$ cat src/rtl/fetch_unit.sv
// rtl/fetch_unit.sv - sequential PC fetch with in-order response FIFO and redirect flush
module fetch_unit #(
   parameter int unsigned XLEN = 32,
   parameter logic [XLEN-1:0] RESET_PC = '0,
   parameter int unsigned DEPTH = 4
) (
   input  logic                     clk,
   input  logic                     rst,
   output logic                     imem_req_valid_o,
   input  logic                     imem_req_ready_i,
   output logic [XLEN-1:0]          imem_req_addr_o,
   input  logic                     imem_rsp_valid_i,
   input  logic [31:0]              imem_rsp_data_i,
   input  logic                     redirect_i,
   input  logic [XLEN-1:0]          redirect_pc_i,
   output logic                     instr_valid_o,
   input  logic                     instr_ready_i,
   output logic [31:0]              instr_o,
   output logic [XLEN-1:0]          instr_pc_o,
   output logic [$clog2(DEPTH):0]   count_o
);

   localparam int unsigned AW = $clog2(DEPTH);
   localparam int unsigned CW = AW + 1;
   localparam logic [CW:0] DEPTH_W = (CW+1)'(DEPTH);

   typedef enum logic [1:0] {
      IDLE  = 2'd0,
      FETCH = 2'd1,
      FLUSH = 2'd2
   } state_t;

   state_t state;

   logic [XLEN-1:0] pc_q;
   logic [XLEN-1:0] rsp_pc;
   logic [CW-1:0]   count;
   logic [CW-1:0]   outstanding;
   logic [CW-1:0]   drop;
   logic [AW-1:0]   rd_ptr;
   logic [AW-1:0]   wr_ptr;

   logic [31:0]     fifo_data [DEPTH];
   logic [XLEN-1:0] fifo_pc   [DEPTH];

   logic            active;
   logic            redirect;
   logic            accept;
   logic            rsp_take;
   logic            rsp_drop;
   logic            push;
   logic            pop;
   logic [CW:0]     in_use;
   logic [CW-1:0]   stale;
   logic [CW-1:0]   outstanding_next;
   logic [CW-1:0]   drop_next;
   logic [XLEN-1:0] target;

   // The low two target bits are forced to zero by alignment, so they are never read.
   logic unused_pc_bits;
   assign unused_pc_bits = ^redirect_pc_i[1:0];

   // Request credit, response filtering, FIFO push/pop qualification and redirect bookkeeping.
   always_comb begin
      active           = (state != IDLE);
      redirect         = active && redirect_i;
      // FIFO slots are reserved for every in-flight request so a response can never overflow.
      in_use           = {1'b0, count} + {1'b0, outstanding};
      imem_req_valid_o = active && !redirect_i && (in_use < DEPTH_W);
      accept           = imem_req_valid_o && imem_req_ready_i;
      // A response with nothing outstanding is a protocol error and is ignored entirely.
      rsp_take         = imem_rsp_valid_i && (outstanding != '0);
      rsp_drop         = rsp_take && (drop != '0);
      push             = rsp_take && !rsp_drop && !redirect;
      pop              = (count != '0) && instr_ready_i && !redirect;
      // A response arriving in the redirect cycle itself is already gone; only the rest are stale.
      stale            = outstanding - CW'(rsp_take);
      outstanding_next = outstanding + CW'(accept) - CW'(rsp_take);
      target           = {redirect_pc_i[XLEN-1:2], 2'b00};
      if (redirect) begin
         drop_next = stale;
      end else if (rsp_drop) begin
         drop_next = drop - CW'(1);
      end else begin
         drop_next = drop;
      end
   end

   // Control FSM: IDLE for one cycle after reset, then FETCH/FLUSH tracking the drop counter.
   always_ff @(posedge clk) begin
      if (rst) begin
         state       <= IDLE;
         pc_q        <= RESET_PC;
         rsp_pc      <= RESET_PC;
         outstanding <= '0;
         drop        <= '0;
      end else begin
         outstanding <= outstanding_next;
         drop        <= drop_next;
         case (state)
            IDLE: begin
               state <= FETCH;
            end
            default: begin
               state <= (drop_next != '0) ? FLUSH : FETCH;
               if (redirect) begin
                  pc_q   <= target;
                  rsp_pc <= target;
               end else begin
                  if (accept) begin
                     pc_q <= pc_q + XLEN'(4);
                  end
                  if (push) begin
                     rsp_pc <= rsp_pc + XLEN'(4);
                  end
               end
            end
         endcase
      end
   end

   // FIFO pointers and occupancy; a redirect empties the buffer and overrides same-cycle push/pop.
   always_ff @(posedge clk) begin
      if (rst || redirect) begin
         rd_ptr <= '0;
         wr_ptr <= '0;
         count  <= '0;
      end else begin
         if (push) begin
            wr_ptr <= wr_ptr + AW'(1);
         end
         if (pop) begin
            rd_ptr <= rd_ptr + AW'(1);
         end
         count <= count + CW'(push) - CW'(pop);
      end
   end

   // FIFO storage; contents need no reset because empty entries are masked at the output.
   always_ff @(posedge clk) begin
      if (push) begin
         fifo_data[wr_ptr] <= imem_rsp_data_i;
         fifo_pc[wr_ptr]   <= rsp_pc;
      end
   end

   // Head-of-FIFO presentation; data and PC read as zero while the buffer is empty.
   always_comb begin
      imem_req_addr_o = pc_q;
      count_o         = count;
      instr_valid_o   = (count != '0);
      instr_o         = instr_valid_o ? fifo_data[rd_ptr] : '0;
      instr_pc_o      = instr_valid_o ? fifo_pc[rd_ptr] : '0;
   end

endmodule

$ cat config.mk
export PLATFORM = sky130hd
export DESIGN_NAME = fetch_unit
export DESIGN_NICKNAME = d
export VERILOG_FILES = /design/src/rtl/fetch_unit.sv
export SDC_FILE = /design/constraint.sdc
export NUM_CORES = 1
export LEC_CHECK = 0
export ABC_AREA = 1
export CAP_MARGIN = 20
export CORE_UTILIZATION = 45
export CTS_CLUSTER_SIZE = 20
export DETAILED_ROUTE_END_ITERATION = 16
export PLACE_DENSITY = 0.66
export SYNTH_ARGS = -nofsm -noshare
export SYNTH_HDL_FRONTEND = slang
export SYNTH_SLANG_ARGS = --single-unit
$ cat constraint.sdc
create_clock -name clk -period 5.81 [get_ports clk]
set_input_delay 1.4525 -clock clk [delete_from_list [all_inputs] [get_ports clk]]
set_output_delay 1.4525 -clock clk [all_outputs]
set_load 0.02 [all_outputs]
==> results of run 1 <==
-- state kept, by name (all words and copies together), names as in the netlist, named ones only --
name             cells
fifo_data          128
state                2
count_o              3
wr_ptr               2
outstanding          3
drop                 3
rsp_pc              30
rd_ptr               2
imem_req_addr_o     30
fifo_pc            120
-- path summary, 6_finish.rpt --
check | cells after the start | slack (ns) | start | to
worst max-delay path | 6 | 1.16 | register | instr_pc_o[9]
worst min-delay path | 2 | 0.46 | rd_ptr[1] | register
worst max register to register | 13 | 2.77 | count_o[1] | count_o[2]
worst min register to register | 2 | 0.46 | rd_ptr[1] | register
-- cell usage after synthesis --
master / instances / area, um2
a21oi_1: 118 / 590.6
a31oi_1: 10 / 62.56
buf_1: 1 / 3.750
buf_2: 19 / 95.09
buf_4: 13 / 97.59
clkbuf_1: 41 / 153.9
clkbuf_2: 1 / 5.000
clkinv_2: 1 / 5.000
conb_1: 1 / 3.750
dfxtp_1: 77 / 1541
edfxtp_1: 248 / 7447
fa_1: 2 / 40.04
ha_1: 16 / 200.2
inv_1: 78 / 292.8
inv_2: 6 / 22.52
inv_4: 1 / 6.260
nand2_1: 222 / 833.3
nand2_2: 7 / 43.79
nand2_4: 5 / 56.30
nand3_1: 51 / 255.2
nand3_2: 3 / 30.03
nand3b_1: 15 / 112.6
nand4_1: 7 / 43.79
nor2_1: 389 / 1460
nor2_2: 8 / 50.05
nor2_4: 5 / 56.30
nor3_1: 8 / 40.04
nor3_2: 1 / 10.01
o211ai_1: 1 / 7.510
o21a_1: 1 / 7.510
o21ai_0: 192 / 960.9
o21ai_1: 7 / 35.03
o21bai_1: 4 / 30.03
or2_2: 4 / 25.02
xnor2_1: 7 / 61.31
xor2_1: 11 / 96.34
-- worst max-delay path: cells and delay by family, from the launching register on --
kind                   cells  cell delay, ns
buffers and inverters      2            1.48
flip-flops                 1            0.57
AO/OA/AOI/OAI              2            0.37
AND/OR/NAND/NOR            2            0.24
-- layout make-up --
class,count,area (um2),share of cell area (%)
sequential,325,8994,50.06
timing repair buffer,178,1784,9.932
multi-input combinational,1098,5160,28.72
tap,442,553.0,3.078
inverter,86,326.6,1.818
clock buffer,46,948.4,5.279
clock inverter,18,198.9,1.107
-- kinds of logic (layout without fill, tap and decap cells) --
logic type | count (synthesis) | count (layout)
and+or+nand+nor | 725 | 725
AOI/OAI and AO/OA | 333 | 333
DFF | 325 | 325
buffers and inverters | 161 | 328
adders and majority gates | 18 | 18
xor gates and xnor gates | 18 | 18
other | 1 | 4
-- report_power, final --
part | switching (uW) | leakage, uW | total (uW) | internal [uW]
Combinational | 1900 | 0.00291 | 3030 | 1130
Sequential | 416 | 0.00290 | 3400 | 2990
Clock | 882 | 0.000556 | 2220 | 1330
Total | 3200 | 0.00637 | 8650 | 5450
-- cells in the final DEF, fill, tap and decap left out, types with 2 or more instances in the layout --
| cell | instances |
|---|---|
| a21oi_1 | 118 |
| a31oi_1 | 10 |
| buf_12 | 3 |
| buf_4 | 11 |
| bufinv_16 | 4 |
| clkbuf_1 | 9 |
| clkbuf_16 | 36 |
| clkdlybuf4s50_1 | 164 |
| clkinv_1 | 7 |
| clkinv_2 | 5 |
| conb_1 | 4 |
| dfxtp_1 | 75 |
| edfxtp_1 | 248 |
| fa_1 | 2 |
| ha_1 | 16 |
| inv_1 | 77 |
| inv_2 | 7 |
| nand2_1 | 222 |
| nand2_2 | 7 |
| nand2_4 | 5 |
| nand3_1 | 51 |
| nand3_2 | 3 |
| nand3b_1 | 15 |
| nand4_1 | 7 |
| nor2_1 | 385 |
| nor2_2 | 8 |
| nor2_4 | 9 |
| nor3_1 | 8 |
| o21ai_0 | 192 |
| o21ai_1 | 7 |
| o21bai_1 | 4 |
| or2_2 | 4 |
| xnor2_1 | 7 |
| xor2_1 | 11 |
-- through the flow --
step           cells  hold WS, ns  utilization, %
2_1_floorplan   1584       0.4356               -
3_3_place_gp    2129       0.4506           51.82
3_5_place_dp    2129       0.4555           51.82
4_1_cts         2193       0.4662           55.36
5_1_grt         2193       0.4987           55.36
6_report        2193       0.4612           55.36
-- metal layers --
metal,up-vias,share of wire (%),GRT usage [%]
met5,-,0,0
met3,59,5.8,2.859
met4,0,2.8,7.267
met1,5350,45,29.47
met2,364,46,35.47
li1,5640,-,-
==> impl_metrics.env, run 1 <==
export IMPL_status="finished clean"
export IMPL_synth_fa_ha_area_share_pct=1.625
export IMPL_coreArea_um2=32450
export IMPL_cpPeakStageDelay_ns=0.82
export IMPL_die_w_um=183.3
export IMPL_total_power_uw=8650
export IMPL_vias=11413
export IMPL_tightest_slew_ns=1.034
export IMPL_pre_cts_ws_ns=1.529
export IMPL_nFillCells=2841
export IMPL_synthXorXnorAreaFrac_pct=1.066
export IMPL_drv_slew=0
export IMPL_grt_pass1_wl_um=56930
export IMPL_critPathCaptureType="output port"
export IMPL_post_cts_buffers=0
export IMPL_cap_violations=0
export IMPL_hold_buffers=0
export IMPL_gp_congestion=0.8726
export IMPL_area_growth_pct=21.52
export IMPL_wirelength_um=36130
export IMPL_finalHoldViolCount=0
export IMPL_drive_gt1_share_pct=6.282
export IMPL_synth_ff_latch_count=325
export IMPL_antenna_cells=0
export IMPL_num_rows=66
export IMPL_final_nets=1813
export IMPL_overflow=0
export IMPL_min_period_ns=4.653
export IMPL_clk_pin_slew_ns=0.05
export IMPL_cp_slowest_cell="buf_4"
export IMPL_cp_max_fo=94
export IMPL_portBuffers=164
export IMPL_htreeDepth=2
export IMPL_cts_tree="yes"
export IMPL_start_util_pct=45.55
export IMPL_syn_area_per_cell_um2=9.350
export IMPL_drc=0
export IMPL_yosysWarnings=0
export IMPL_die_y_um=183.3
export IMPL_post_route_period_util_pct=80.09
export IMPL_antenna_found_initial=0
export IMPL_netlist_area_um2=14780
export IMPL_setup_viol=0
export IMPL_cts_resized=0
export IMPL_numClockSinks=325
export IMPL_synthMuxAreaShare_pct=0
export IMPL_synthSimpleGateAreaFrac_pct=20.41
export IMPL_dieArea_um2=33580
export IMPL_rsz0062_at_grt="no"
export IMPL_crit_type="reg -> out"
export IMPL_required_ns=4.36
export IMPL_fin_ws_ns=1.157
export IMPL_yosysSeqAreaShare_pct=60.80
export IMPL_cts_buffers=36
export IMPL_peakVddDrop_mv=0.2500
export IMPL_track_usage_pct=21.57
export IMPL_root_buffer="clkbuf_16"
export IMPL_final_antenna_net_count=0
export IMPL_max_slew_margin_pct=31.08
export IMPL_synth_compound_area_share_pct=11.46
export IMPL_worst_path_most_repeated_cell="nor2_1"
export IMPL_syn_inst=1581
export IMPL_postPlaceCellArea_um2=16820
export IMPL_ioPinCount=171
export IMPL_arrival_ns=3.20
export IMPL_clock_fmax_mhz=214.9
export IMPL_synth_cell_type_count=36
export IMPL_finClkSkew_ns=0.01538
export IMPL_hold_class="reg -> reg"
export IMPL_dp_hpwl_um=22190
export IMPL_grt_pass1_vias=10863
export IMPL_worstSetupStartpointType="register"
export IMPL_synth_top_family_by_area="simple AND/OR/NAND/NOR gates"
export IMPL_clock_latency_ns=0.51
export IMPL_grt_max_degree=95
export IMPL_fin_area_um2=17960
export IMPL_p_leak_uw=0.006367
export IMPL_vias_per_cell=5.204
export IMPL_p_per_area_nw_per_um2=481.5
export IMPL_setup_tns_final_ns=0
export IMPL_wl_per_cell_um=16.47
export IMPL_dr_pass1_iters=6
export IMPL_drt_initial_drc_count=858
export IMPL_path_cells="buf_4 > nor2_1 > nor2_1 > o21ai_0 > a21oi_1 > clkdlybuf4s50_1"
export IMPL_cts_path_max_buffers=3
Power figures use the tool's default switching activity.
==> inputs of run 2 (changes only) <==
==> constraint.sdc (replaced) <==
create_clock -name clk -period 4.85 [get_ports clk]
set_input_delay 1.2125 -clock clk [delete_from_list [all_inputs] [get_ports clk]]
set_output_delay 1.2125 -clock clk [all_outputs]
set_load 0.02 [all_outputs]
==> impl_metrics.env, run 2 (same netlist as run 1, synthesis figures left out) <==
export IMPL_overflow=0
export IMPL_vias_per_cell=5.243
export IMPL_start_util_pct=45.55
export IMPL_layout_common_cells="nor2_1, edfxtp_1, nand2_1"
export IMPL_die_w_um=183.3
export IMPL_pwr_share_clk_pct=25.7
export IMPL_pwr_share_comb_pct=35.0
export IMPL_cts_tree="yes"
export IMPL_finalHoldViolCount=0
export IMPL_area_growth_pct=21.79
export IMPL_drive_gt1_share_pct=6.135
export IMPL_ioPinCount=171
export IMPL_fin_ws_ns=0.6146
export IMPL_final_antenna_net_count=0
export IMPL_final_common_cell="nor2_1"
export IMPL_status="finished clean"
export IMPL_drc=0
export IMPL_top_register="fifo_data"
export IMPL_grt_max_degree=67
export IMPL_grt_pass1_vias=10795
export IMPL_largest_register_ffs=128
export IMPL_clock_latency_ns=0.51
export IMPL_p_leak_uw=0.006385
export IMPL_peakVddDrop_mv=0.4050
export IMPL_numClockSinks=325
export IMPL_gp_congestion=0.8580
export IMPL_setup_viol=0
export IMPL_dp_hpwl_um=21500
export IMPL_root_buffer="clkbuf_16"
export IMPL_htreeDepth=2
export IMPL_max_slew_margin_pct=32.10
export IMPL_wl_per_cell_um=16.41
export IMPL_cts_path_max_buffers=3
export IMPL_hold_buffers=0
export IMPL_drv_slew=0
export IMPL_power_switching_share_pct=36.55
export IMPL_cap_violations=0
export IMPL_post_cts_buffers=0
export IMPL_cp_slowest_cell="clkdlybuf4s50_1"
export IMPL_nFillCells=2814
export IMPL_cp_max_fo=56
export IMPL_setup_tns_final_ns=0
export IMPL_p_per_area_nw_per_um2=578.7
export IMPL_antenna_found_initial=0
export IMPL_reg_largest_list="fifo_data x128, fifo_pc x120"
export IMPL_cts_resized=0
export IMPL_drt_initial_drc_count=904
export IMPL_hold_class="reg -> reg"
export IMPL_pre_cts_ws_ns=0.9433
export IMPL_crit_type="reg -> out"
export IMPL_post_route_period_util_pct=87.33
export IMPL_worstSetupStartpointType="register"
export IMPL_coreArea_um2=32450
export IMPL_portBuffers=164
export IMPL_grt_pass1_wl_um=56760
export IMPL_pwr_share_seq_pct=39.3
export IMPL_arrival_ns=3.02
export IMPL_vias=11461
export IMPL_p_int_uw=6612
export IMPL_clock_fmax_mhz=236.1
export IMPL_cpPeakStageDelay_ns=0.64
export IMPL_antenna_cells=0
export IMPL_tightest_slew_ns=1.017
export IMPL_critPathCaptureType="output port"
export IMPL_required_ns=3.64
export IMPL_rsz0062_at_grt="no"
export IMPL_track_usage_pct=21.46
export IMPL_dr_pass1_iters=5
export IMPL_path_cells="inv_2 > buf_4 > o21ai_0 > a21oi_1 > clkdlybuf4s50_1"
export IMPL_finClkSkew_ns=0.02113
export IMPL_clk_pin_slew_ns=0.05
export IMPL_die_y_um=183.3
export IMPL_switching_power_uw=3808
export IMPL_final_nets=1812
export IMPL_min_period_ns=4.235
export IMPL_dieArea_um2=33580
export IMPL_cts_buffers=36
export IMPL_wirelength_um=35870
export IMPL_num_rows=66
## run 2: power by group through the flow
stage          Clock [uW]  Combinational [uW]  Sequential (uW)
4_1_cts              2730                3670             4090
3_5_place_dp            0                3650             4140
5_1_grt              2840                4030             4160
2_1_floorplan           0                2190             4080
6_report             2680                3650             4100
3_3_place_gp            0                3600             4120
## run 2: per-stage QoR
step,area (um2),power (uW),hold WS [ns],cells,utilization [%]
2_1_floorplan,14790,6265,0.4356,1584,-
3_3_place_gp,16860,7725,0.4463,2128,51.95
3_5_place_dp,16860,7786,0.4683,2128,51.95
4_1_cts,18000,10480,0.4787,2186,55.48
5_1_grt,18000,11030,0.5141,2186,55.48
6_report,18000,10420,0.4720,2186,55.48
## run 2: worst paths after layout
kind,slack [ns],from,cells after the start,end
max,0.61,register,5,instr_pc_o[22]
min,0.47,rd_ptr[1],2,register
max reg2reg,1.95,drop[0],14,count_o[2]
min reg2reg,0.47,rd_ptr[1],2,register
## run 2: layout make-up
type	count	area, um2	area share, %
Timing Repair Buffer	177	1827	10.15
Clock buffer	44	952.2	5.288
Clock inverter	14	192.7	1.070
Inverter	86	326.6	1.814
Sequential cell	325	8994	49.95
Tap cell	442	553.0	3.072
Multi-Input combinational cell	1098	5160	28.66
## run 2: critical path: cells and delay by family (launching register included)
family	cells	cell delay [ns]
AOI/OAI and AO/OA	2	0.34
buffers and inverters	3	1.59
DFF	1	0.52
## run 2: metal layers
| metal | routed length, um | share of wire [%] | global-route usage [%] |
|---|---|---|---|
| met1 | 16260 | 45 | 29.18 |
| met2 | 16670 | 46 | 35.18 |
| met3 | 2109 | 5.9 | 3.356 |
| met4 | 837 | 2.3 | 6.933 |
| met5 | 0 | 0 | 0 |
